`src/rtl/imem_loader.sv`:
```
// imem_loader: boot loader that streams a length-prefixed little-endian byte image into imem.
// Optional build macro LOADER_CHECKSUM_EN adds a trailing XOR checksum byte checked before DONE.
module imem_loader #(
  parameter int  MEM_DEPTH = 256,
  localparam int ADDR_W    = $clog2(MEM_DEPTH),
  localparam int CNT_W     = $clog2(MEM_DEPTH + 1)
) (
  input  logic              clk,
  input  logic              reset,
  input  logic              start,
  input  logic              rx_valid,
  input  logic [7:0]        rx_data,
  output logic              rx_ready,
  output logic              we,
  output logic [ADDR_W-1:0] waddr,
  output logic [31:0]       wdata,
  output logic              busy,
  output logic              done,
  output logic              error,
  output logic              cpu_rst,
  output logic [CNT_W-1:0]  words_loaded
);

  typedef enum logic [2:0] {
    IDLE,
    HDR0,
    HDR1,
    DATA,
`ifdef LOADER_CHECKSUM_EN
    CSUM,
`endif
    DONE,
    ERROR
  } state_t;

  state_t             state, state_next;
  logic               xfer;
  logic [15:0]        hdr_len;
  logic               hdr_bad;
  logic [7:0]         len_lo;
  logic [ADDR_W-1:0]  last_idx;
  logic [ADDR_W-1:0]  word_idx;
  logic [1:0]         byte_idx;
  logic [23:0]        word_buf;
  logic               last_byte;
  logic               last_word;
`ifdef LOADER_CHECKSUM_EN
  logic [7:0]         csum_acc;
`endif

  assign xfer      = rx_valid & rx_ready;
  assign hdr_len   = {rx_data, len_lo};
  assign hdr_bad   = (hdr_len == 16'd0) || (32'(hdr_len) > 32'(MEM_DEPTH));
  assign last_byte = (byte_idx == 2'd3);
  assign last_word = (word_idx == last_idx);

  // Status flags are pure decodes of the state so done/cpu_rst flip on the
  // same edge that launches the final word's write strobe.
  assign done    = (state == DONE);
  assign error   = (state == ERROR);
  assign cpu_rst = (state != DONE);

  always_ff @(posedge clk) begin
    // NOTE: sequential state uses non-blocking assignments so every register
    // samples pre-edge values, independent of process ordering.
    if (reset) state <= IDLE;
    else       state <= state_next;
  end

  always_comb begin
    // NOTE: every output of this block gets a default first, so no path
    // through the case can leave a signal unassigned and infer a latch.
    state_next = state;
    rx_ready   = 1'b0;
    busy       = 1'b0;
    case (state)
      IDLE: if (start) state_next = HDR0;
      HDR0: begin
        rx_ready = 1'b1;
        busy     = 1'b1;
        if (xfer) state_next = HDR1;
      end
      HDR1: begin
        rx_ready = 1'b1;
        busy     = 1'b1;
        if (xfer) state_next = hdr_bad ? ERROR : DATA;
      end
      DATA: begin
        rx_ready = 1'b1;
        busy     = 1'b1;
        if (xfer && last_byte && last_word) begin
`ifdef LOADER_CHECKSUM_EN
          state_next = CSUM;
`else
          state_next = DONE;
`endif
        end
      end
`ifdef LOADER_CHECKSUM_EN
      CSUM: begin
        rx_ready = 1'b1;
        busy     = 1'b1;
        if (xfer) state_next = (rx_data == csum_acc) ? DONE : ERROR;
      end
`endif
      DONE, ERROR: if (start) state_next = HDR0;
      default: state_next = IDLE;
    endcase
  end

  always_ff @(posedge clk) begin
    if (reset) begin
      len_lo       <= '0;
      last_idx     <= '0;
      word_idx     <= '0;
      byte_idx     <= '0;
      word_buf     <= '0;
      we           <= 1'b0;
      waddr        <= '0;
      wdata        <= '0;
      words_loaded <= '0;
`ifdef LOADER_CHECKSUM_EN
      csum_acc     <= '0;
`endif
    end else begin
      we <= 1'b0;
      // A start outside a load rewinds the image pointers; xfer is never
      // high in those states, so this cannot collide with the byte path.
      if (start && !busy) begin
        word_idx     <= '0;
        byte_idx     <= '0;
        words_loaded <= '0;
`ifdef LOADER_CHECKSUM_EN
        csum_acc     <= '0;
`endif
      end
      if (xfer) begin
        case (state)
          HDR0: len_lo   <= rx_data;
          HDR1: last_idx <= ADDR_W'(hdr_len - 16'd1);
          DATA: begin
            byte_idx <= byte_idx + 2'd1;
`ifdef LOADER_CHECKSUM_EN
            csum_acc <= csum_acc ^ rx_data;
`endif
            case (byte_idx)
              2'd0: word_buf[7:0]   <= rx_data;
              2'd1: word_buf[15:8]  <= rx_data;
              2'd2: word_buf[23:16] <= rx_data;
              default: begin
                we           <= 1'b1;
                waddr        <= word_idx;
                wdata        <= {rx_data, word_buf};
                word_idx     <= word_idx + ADDR_W'(1);
                words_loaded <= words_loaded + CNT_W'(1);
              end
            endcase
          end
          default: ;
        endcase
      end
    end
  end

endmodule

```
`config.mk`:
```
export PLATFORM = sky130hd
export DESIGN_NAME = imem_loader
export DESIGN_NICKNAME = d
export VERILOG_FILES = /design/src/rtl/imem_loader.sv
export SDC_FILE = /design/constraint.sdc
export NUM_CORES = 1
export LEC_CHECK = 0
export CORE_MARGIN = 2
export CORE_UTILIZATION = 37
export DETAILED_ROUTE_END_ITERATION = 16
export RECOVER_POWER = 100
export SLEW_MARGIN = 30
export SYNTH_ARGS = -nofsm -noshare
export SYNTH_HDL_FRONTEND = slang
export SYNTH_SLANG_ARGS = --single-unit
```
`constraint.sdc`:
```
create_clock -name clk -period 4.1 [get_ports clk]
set_input_delay 0.41 -clock clk [delete_from_list [all_inputs] [get_ports clk]]
set_output_delay 0.41 -clock clk [all_outputs]
set_load 0.05 [all_outputs]
```
==> flow_summary.toml <==
[floorplanning]
die_area_um2 = 12240
die_h_um = 110.6
die_w_um = 110.6
num_rows = 38
ios = 67
core_area_um2 = 10980
initial_utilization = 0.3831

[outcome]
violations = "max-capacitance violations, max-slew violations"
status = "finished with violations"

[global_route]
antenna_found_initial = 0
gr-max-usage-layer = "met2"
grt_max_degree = 94
grtUsageTotal = 0.1613
use_met1 = 0.2221
grt_use_met3 = 0.04446
grt_pass1_wl_um = 16440
gr-total-overflow = 0
grt_pass1_vias = 3333
use_met2 = 0.2511

[clock_network]
clk_latency_ns = 0.34
ctsHoldBuffers = 0
cts_resized = 0
postCtsSetupBuffers = 0
cts_root_buf = "clkbuf_16"
tritoncts = "done"
clock_path_buffers = 2
htreeDepth = 3
clock_sinks = 103
path_clk_slew_ns = 0.07
cts_buffers = 9

[sta]
fin_skew_ns = 0.01095
fin_crit_ns = 3.116
finalSetupViolCount = 0
setup_ws_ns = 0.9840
min_period_over_period = 0.7600
hold_violations = 0
whs_ns = 0.4505
maxSlewViolCount = 17
tns_ns = 0
relSlewSlack = -0.05616
worstMarginPinSlew_ns = 1.581
fmax_mhz = 320.9
rsz0062_at_grt = "false"

[critical_path]
arrival_ns = 3.38
critPathLaunch = "rx_valid"
crit_end = "words_loaded[3]"
cp_max_fo = 29
r2r_cells = 5
rr_endpoint = "words_loaded[3]"
cp.required_ns = 4.37
critical_path.startpoint_type = "input port"
critPathKind = "input port to flop"
reg2reg_from = "state[2]"
crit_path_end_kind = "flop"
r2r_slack_ns = 1.13

[logic_synthesis]
synth-seq-cells = 103
ys.flop_type = "dfxtp_1"
syn_inst = 525
yosysWarnings = 0
async_reset_ff_frac = 0
synth_edf_count = 0
synth_nets = 546
synth.yosys.seq_area_share = 0.4900
avgSynthCellArea_um2 = 8.015
synth_area_um2 = 4208
synth.distinct_cells = 41

[job]
drv_cap = 1

[detailed_routing]
wl_um = 9796
route.vias.total = 3582
drt_iter0_drc = 245
drt.antenna.violating_nets = 0
drc = 0
vias_per_cell = 4.996
drtPass1Iterations = 4
wire_per_inst_um = 13.66

[layout]
diodes = 0
drive_gt1_frac = 0.03986
design_area_um2 = 5191
final_common_cell = "nand2_1"
syn2layout_area_growth_pct = 23.37
fill_cells = 1084
finalNetCount = 593
layout_common_cells = "nand2_1, dfxtp_1, a21oi_1"

[pwr]
power_mw = 2.125
p_leak_nw = 1.954
ir_drop_v = 0.0001816
powerDensity_nw_per_um2 = 409.4

[hold_path]
holdCritPathClass = "flop to flop"

[placed_design]
io_buffers = 66
dp_hpwl_um = 6665
placed_cell_area_um2 = 4921
gp_congestion = 0.8084
pre_cts_ws_ns = 1.352
-- metal layers --
layer | vias to the layer above | routed length [um]
li1 | 1857 | -
met1 | 1632 | 4731
met2 | 85 | 4403
met3 | 8 | 574
met4 | 0 | 87
met5 | - | 0
-- flip-flops by register name, summed over array words and instances (netlist names) --
| register | cells |
|---|---|
| waddr | 8 |
| state | 3 |
| we | 1 |
| word_buf | 24 |
| len_lo | 8 |
| last_idx | 8 |
| wdata | 32 |
| word_idx | 8 |
| words_loaded | 9 |
| byte_idx | 2 |
-- cells by family after synthesis --
logic type,Yosys count,synth area share
flops,103,0.4900
xor+xnor,19,0.03955
mux,1,0.002676
buf+inv,44,0.04490
fa+ha+maj,9,0.02676
compound gates,110,0.1421
simple gates,239,0.2539
-- where the power goes --
group          switching, mW  total, mW  internal [mW]
sequential            0.0257       1.04           1.02
clock                  0.378      0.856          0.478
combinational          0.146      0.226         0.0797
total                  0.550       2.13           1.58
-- worst min path at each step --
stage                       from        end  slack, ns  cells after the start
floorplan           word_buf[16]  wdata[16]       0.43                      2
detailed placement     wdata[29]  wdata[29]       0.45                      2
global placement        waddr[0]   waddr[0]       0.44                      2
CTS                  word_buf[5]   wdata[5]       0.46                      2
finish                  waddr[1]   waddr[1]       0.45                      2
global route            wdata[7]   wdata[7]       0.47                      2
-- per-stage QoR --
| stage | utilization | instances |
|---|---|---|
| CTS | 0.4752 | 717 |
| global placement | 0.4481 | 701 |
| global route | 0.4727 | 717 |
| detailed placement | 0.4481 | 701 |
| finish | 0.4727 | 717 |
| floorplan | - | 525 |
-- synth_stat cells, types with 7 or more instances --
cell,instances,share of area
a21oi_1,86,0.10
or3_1,7,0.010
buf_2,10,0.012
ha_1,9,0.027
xor2_1,14,0.029
inv_1,9,0.0080
o21ai_0,7,0.0083
nand3_1,31,0.037
dfxtp_1,103,0.49
clkbuf_1,21,0.019
nand2_1,141,0.13
nor2_1,28,0.025
a211oi_1,9,0.016
-- critical path, stage by stage --
cell           delay (ns)
dlygate4sd3_1        0.60
and4b_1              0.36
nand2_1              0.51
clkbuf_1             1.07
o21ai_0              0.26
a21oi_1              0.17
-- cell type report --
class                   count  area [um2]  share of cell area
flip-flops and latches    103        2062              0.3972
multi-input cells         378        1941              0.3738
repair buffers             71       681.9              0.1314
clock buffers              10       229.0             0.04411
well taps                 140       175.2             0.03374
clock inverters             6       68.82             0.01326
inverters                   9       33.78            0.006508
Power figures use the tool's default switching activity.
